<file path="src/rtl/lsu1_c_pkg.sv">
// Shared load/store definitions: LS_SEL codes, access size codes and LSU state encoding.
package lsu1_c_pkg;

    localparam logic [3:0] LS_SEL_LB  = 4'h0;
    localparam logic [3:0] LS_SEL_LBU = 4'h1;
    localparam logic [3:0] LS_SEL_LH  = 4'h2;
    localparam logic [3:0] LS_SEL_LHU = 4'h3;
    localparam logic [3:0] LS_SEL_LW  = 4'h4;
    localparam logic [3:0] LS_SEL_SB  = 4'h8;
    localparam logic [3:0] LS_SEL_SH  = 4'h9;
    localparam logic [3:0] LS_SEL_SW  = 4'hA;

    localparam logic [1:0] SIZE_BYTE = 2'd0;
    localparam logic [1:0] SIZE_HALF = 2'd1;
    localparam logic [1:0] SIZE_WORD = 2'd2;

    typedef enum logic [2:0] {
        ST_IDLE   = 3'd0,
        ST_REQ    = 3'd1,
        ST_WAIT   = 3'd2,
        ST_DONE   = 3'd3,
        ST_CANCEL = 3'd4
    } lsu_state_e;

    function automatic logic [1:0] ls_size(input logic [3:0] sel);
        case (sel)
            LS_SEL_LB, LS_SEL_LBU, LS_SEL_SB: ls_size = SIZE_BYTE;
            LS_SEL_LH, LS_SEL_LHU, LS_SEL_SH: ls_size = SIZE_HALF;
            default:                          ls_size = SIZE_WORD;
        endcase
    endfunction

endpackage

</file>
<file path="src/rtl/lsu1_c_align.sv">
// Combinational lane alignment: store strobes/data replication and load extract/extend.
module lsu_align_c
    import lsu1_c_pkg::*;
(
    input  logic [3:0]  i_sel,
    input  logic [1:0]  i_addr_lo,
    input  logic [31:0] i_rt,
    input  logic [31:0] i_rdata,
    output logic [1:0]  o_size,
    output logic [3:0]  o_wstrb,
    output logic [31:0] o_wdata,
    output logic [31:0] o_ldata
);
    logic [7:0]  w_byte;
    logic [15:0] w_half;

    assign w_byte = i_rdata[{i_addr_lo, 3'b000} +: 8];
    assign w_half = i_rdata[{i_addr_lo[1], 4'b0000} +: 16];
    assign o_size = ls_size(i_sel);

    always_comb begin
        o_wstrb = 4'b0000;
        o_wdata = i_rt;
        o_ldata = i_rdata;
        case (i_sel)
            LS_SEL_SB: begin
                o_wstrb = 4'b0001 << i_addr_lo;
                o_wdata = {4{i_rt[7:0]}};
            end
            LS_SEL_SH: begin
                o_wstrb = i_addr_lo[1] ? 4'b1100 : 4'b0011;
                o_wdata = {2{i_rt[15:0]}};
            end
            LS_SEL_SW:  o_wstrb = 4'b1111;
            LS_SEL_LB:  o_ldata = {{24{w_byte[7]}}, w_byte};
            LS_SEL_LBU: o_ldata = {24'd0, w_byte};
            LS_SEL_LH:  o_ldata = {{16{w_half[15]}}, w_half};
            LS_SEL_LHU: o_ldata = {16'd0, w_half};
            default: ;
        endcase
    end

endmodule

</file>
<file path="src/rtl/lsu1_c.sv">
// Memory-access stage: holds the EX op, runs the bus handshake FSM and produces the writeback result.
module lsu1_c
    import lsu1_c_pkg::*;
(
    input  logic        clk,
    input  logic        rst,
    input  logic        flush,
    input  logic        ex_valid,
    input  logic        ex_has_exception,
    input  logic        ex_ls_ena,
    input  logic [3:0]  ex_ls_sel,
    input  logic [31:0] ex_ls_addr,
    input  logic [31:0] ex_rt_data,
    input  logic [31:0] ex_alu_res,
    input  logic        ex_w_reg_ena,
    input  logic [4:0]  ex_w_reg_dst,
    output logic        data_req,
    output logic        data_wr,
    output logic [1:0]  data_size,
    output logic [31:0] data_addr,
    output logic [3:0]  data_wstrb,
    output logic [31:0] data_wdata,
    input  logic        data_addr_ok,
    input  logic        data_data_ok,
    input  logic [31:0] data_rdata,
    output logic        lsu1_stall_req,
    output logic        lsu1_valid,
    output logic        lsu1_w_reg_ena,
    output logic [4:0]  lsu1_w_reg_dst,
    output logic [31:0] lsu1_w_data
);
    lsu_state_e  r_state, w_state_nxt;
    logic        r_valid, r_has_exc, r_ls_ena, r_w_ena;
    logic [3:0]  r_ls_sel;
    logic [31:0] r_ls_addr, r_rt, r_alu, r_rdata;
    logic [4:0]  r_w_dst;

    logic        w_mem, w_pass, w_done, w_store, w_resp;
    logic [31:0] w_ldata;

    assign w_mem   = r_valid & r_ls_ena & ~r_has_exc;
    assign w_pass  = (r_state == ST_IDLE) & r_valid & ~w_mem;
    assign w_done  = (r_state == ST_DONE);
    assign w_store = r_ls_sel[3];
    assign w_resp  = data_data_ok & (((r_state == ST_REQ) & data_addr_ok) | (r_state == ST_WAIT));

    assign lsu1_stall_req = (r_state == ST_REQ) | (r_state == ST_WAIT) | (r_state == ST_CANCEL)
                          | ((r_state == ST_IDLE) & w_mem);

    always_ff @(posedge clk or posedge rst) begin
        if (rst) begin
            r_valid   <= 1'b0;
            r_has_exc <= 1'b0;
            r_ls_ena  <= 1'b0;
            r_ls_sel  <= 4'd0;
            r_ls_addr <= 32'd0;
            r_rt      <= 32'd0;
            r_alu     <= 32'd0;
            r_w_ena   <= 1'b0;
            r_w_dst   <= 5'd0;
            r_rdata   <= 32'd0;
        end else begin
            // Flush must also kill an op that is being held by the stall.
            if (flush)
                r_valid <= 1'b0;
            else if (!lsu1_stall_req)
                r_valid <= ex_valid;
            if (!lsu1_stall_req) begin
                r_has_exc <= ex_has_exception;
                r_ls_ena  <= ex_ls_ena;
                r_ls_sel  <= ex_ls_sel;
                r_ls_addr <= ex_ls_addr;
                r_rt      <= ex_rt_data;
                r_alu     <= ex_alu_res;
                r_w_ena   <= ex_w_reg_ena;
                r_w_dst   <= ex_w_reg_dst;
            end
            if (w_resp)
                r_rdata <= data_rdata;
        end
    end

    always_ff @(posedge clk or posedge rst) begin
        if (rst)
            r_state <= ST_IDLE;
        else
            r_state <= w_state_nxt;
    end

    always_comb begin
        w_state_nxt = r_state;
        case (r_state)
            ST_IDLE:
                if (w_mem && !flush) w_state_nxt = ST_REQ;
            ST_REQ:
                if (flush) begin
                    // Accepted but unanswered requests must still drain their response.
                    if (data_addr_ok && !data_data_ok) w_state_nxt = ST_CANCEL;
                    else                               w_state_nxt = ST_IDLE;
                end else if (data_addr_ok) begin
                    w_state_nxt = data_data_ok ? ST_DONE : ST_WAIT;
                end
            ST_WAIT:
                if (data_data_ok)  w_state_nxt = flush ? ST_IDLE : ST_DONE;
                else if (flush)    w_state_nxt = ST_CANCEL;
            ST_DONE:
                w_state_nxt = ST_IDLE;
            ST_CANCEL:
                if (data_data_ok) w_state_nxt = ST_IDLE;
            default:
                w_state_nxt = ST_IDLE;
        endcase
    end

    lsu_align_c u_align (
        .i_sel     (r_ls_sel),
        .i_addr_lo (r_ls_addr[1:0]),
        .i_rt      (r_rt),
        .i_rdata   (r_rdata),
        .o_size    (data_size),
        .o_wstrb   (data_wstrb),
        .o_wdata   (data_wdata),
        .o_ldata   (w_ldata)
    );

    assign data_req  = (r_state == ST_REQ);
    assign data_wr   = w_store;
    assign data_addr = r_ls_addr;

    assign lsu1_valid     = (w_pass | w_done) & ~flush;
    assign lsu1_w_reg_ena = lsu1_valid & r_w_ena & ~r_has_exc & ~(w_done & w_store);
    assign lsu1_w_reg_dst = r_w_dst;
    assign lsu1_w_data    = (w_done && !w_store) ? w_ldata : r_alu;

endmodule

</file>
<file path="config.mk">
export PLATFORM = sky130hd
export DESIGN_NAME = lsu1_c
export DESIGN_NICKNAME = d
export VERILOG_FILES = /design/src/rtl/lsu1_c_pkg.sv /design/src/rtl/lsu1_c_align.sv /design/src/rtl/lsu1_c.sv
export SDC_FILE = /design/constraint.sdc
export NUM_CORES = 1
export LEC_CHECK = 0
export ABC_AREA = 1
export CORE_MARGIN = 3
export CORE_UTILIZATION = 45
export DETAILED_ROUTE_END_ITERATION = 8
export PLACE_DENSITY = 0.8
export SYNTH_ARGS = -nofsm -noshare
export SYNTH_HDL_FRONTEND = slang
export SYNTH_SLANG_ARGS = --single-unit
</file>
<file path="constraint.sdc">
create_clock -name clk -period 13 [get_ports clk]
set_input_delay 2.6 -clock clk [delete_from_list [all_inputs] [get_ports clk]]
set_output_delay 2.6 -clock clk [all_outputs]
set_load 0.01 [all_outputs]
</file>
==> flow_summary.ini <==
[route]
dr.pass1.iters = 5
drtIter0Drc = 565
drt-total-wl_mm = 22.0
post_drt_wl_per_cell_microns = 15.3
routed-via-count = 6984
route.detailed.drc = 0
detail_route.vias_per_cell = 4.86
detail-route-antenna-nets = 0

[critical_path]
critical_path_class = primary input to output pin
required_ps = 10400
r2r-start = r_state[2]
crit_path_start_kind = primary input
crit_path_start = flush
worst_ep_arrival_time_ps = 3910
rrSetupSlack_ps = 10470
ff2ff_path_depth = 7
timing.critical_path.to_type = output pin
reg2reg_to = r_alu[24]
timing.critical_path.fanout_max = 4

[logic_synthesis]
ys_top_cells_by_count = nand2_1, dfrtp_1, inv_1
synthArstFlopShare_pct = 100
share_of_the_synthesized_area_in_the_top_cell_type_pct = 49.5
post_synth_num_cell_types = 25
seq_area_frac_synth_pct = 49.5
post_synth.cell_area_avg_sq_um = 7.34
yosys.cell_count.top_type = nand2_1
postSynthRegisterBits = 144
synth-edff-count = 0
yosysTopAreaCell = dfrtp_1
netlist_top_cells_area = dfrtp_1, nand2_1, o21ai_0, inv_1, nor2_1
synthesis.instances = 991
synth_fp_nets = 1137
ys_dominant_reg_cell = dfrtp_1
synth_area_sq_um = 7280
ys.warnings.count = 0

[min_path]
hold_end = r_w_ena
min-delay-start = r_w_ena
worstHoldPathType = register to register
whs_path_depth = 2

[global_route]
grt.overflow.total = 0
grt_first_pass_wirelength_mm = 35.1
vias_in_the_first_global_route = 6738
initial_antenna_violation_count = 1
grt_max_degree = 99
global_route.usage.total_pct = 24.9

[timing]
slew_viol_final = 0
final.period_utilization_pct = 50.0
totalNegativeSetupSlack_ps = 0
grt_setup_unrepaired = no
finalClockSkew_ps = 11.8
period_needed_ps = 6510
timing_worst_slew_pin_value_ps = 975
fmaxAchievable_mhz = 154
final_hold_slack_ps = 474
number_of_failing_hold_endpoints_at_the_final_stage = 0
timing.slew.headroom_pct = 34.9
final_setup_violating_endpoints = 0

[layout]
fill_cells = 1309
n_antenna_cell = 0
layout-drive-gt1-share_pct = 4.32
final_nets = 1359
syn2layout_area_growth_pct = 42.6
post-route-util_pct = 67.0

[pwr]
vdd_drop_max_uv = 289
finalPower_mw = 2.70
powerDensity_nw_per_um2 = 260
power_leakage_nw = 5.12

[clock_tree]
ctsResizeCount = 0
cts.hold.buffers_added = 0
cts.sinks = 144
clock-root-buffer = clkbuf_16
clkTransAtPathRegs_ps = 60
clk_path_buf_depth = 2
worstSkewPairLatency_ps = 420
numCtsBuffers = 17
tritoncts = done
htree_num_levels = 4
cts_setup_buffers = 0

[place]
place_hpwl_mm = 15.5
numPortBuffers = 257
gp_congestion = 0.897

[floorplanning]
floorplan.initialDensity_pct = 47.0
dieHeight_microns = 133
io-pin-count = 258
std_cell_rows = 45
dieArea_sq_um = 17700
die_x_microns = 133
core_region_area_sq_um = 15500

[flow_run]
drv.max_cap_violation_count = 0

[outcome]
outcome = finished, final reports clean
## cells by family after synthesis
group / synth area share (%)
and+or+nand+nor: 32.0
buffers and inverters: 9.83
DFF: 49.5
AOI/OAI and AO/OA: 8.63
## through the flow
stage / instances / setup slack [ps] / cell area [sq um]
after global routing: 1437 / 6420 / 10400
final: 1437 / 6490 / 10400
after detailed placement: 1405 / 6480 / 9780
after CTS: 1437 / 6480 / 10400
after global placement: 1405 / 6480 / 9780
after floorplan: 991 / 6530 / 7280
## final cells by class
class | count | area, sq um | area share, %
inverter | 94 | 358 | 3.45
sequential | 144 | 3600 | 34.7
multi-input combinational | 696 | 2960 | 28.5
timing repair buffer | 260 | 2590 | 25.0
clock inverter | 9 | 133 | 1.28
clock buffer | 23 | 468 | 4.51
tap | 211 | 264 | 2.54
## cells in the final DEF (no fill, tap or decap), drive strengths merged, types with 15 or more instances in the layout
cell type and count:
o211ai 15, nand2 444, nor2 79, dfrtp 144, clkdlybuf4s50 257, inv 92
a21oi 18, clkbuf 23, o21ai 85, nand3 50
## worst max-delay path: stages
cell             delay (ps)
clkdlybuf4s50_1         510
nor3_1                  230
clkdlybuf4s50_1         560
## worst max-delay path by stage
| stage | to | slack, ps | cells past startpoint |
|---|---|---|---|
| 3_5_place_dp | lsu1_w_reg_ena | 6480 | 3 |
| 4_1_cts | lsu1_w_reg_ena | 6480 | 3 |
| 3_3_place_gp | lsu1_w_reg_ena | 6480 | 3 |
| 5_1_grt | lsu1_w_reg_ena | 6420 | 3 |
| 6_report | lsu1_w_reg_ena | 6490 | 3 |
| 2_1_floorplan | data_addr[0] | 6530 | 1 |
## power breakdown
group | internal (mW) | switching [mW]
Clock | 0.312 | 0.185
Sequential | 0.675 | 0.145
Combinational | 0.601 | 0.780
Total | 1.59 | 1.11
## registers in the layout, indices dropped and copies added, names as in the netlist
| register | count |
|---|---|
| data_addr | 32 |
| lsu1_w_reg_dst | 5 |
| r_alu | 32 |
| r_has_exc | 1 |
| r_ls_ena | 1 |
| r_ls_sel | 4 |
| r_rdata | 32 |
| r_rt | 32 |
| r_state | 3 |
| r_valid | 1 |
| r_w_ena | 1 |
## per-layer routing
metal	part of all wire [%]	GRT usage (%)	wire length, microns	vias to the layer above
li1	-	-	-	3491
met1	42	31.1	9240	3207
met4	2.4	7.83	525	2
met2	47	40.2	10300	248
met3	8.7	9.55	1910	36
met5	0.091	0	20	-
(Power assumes the default switching activity.)
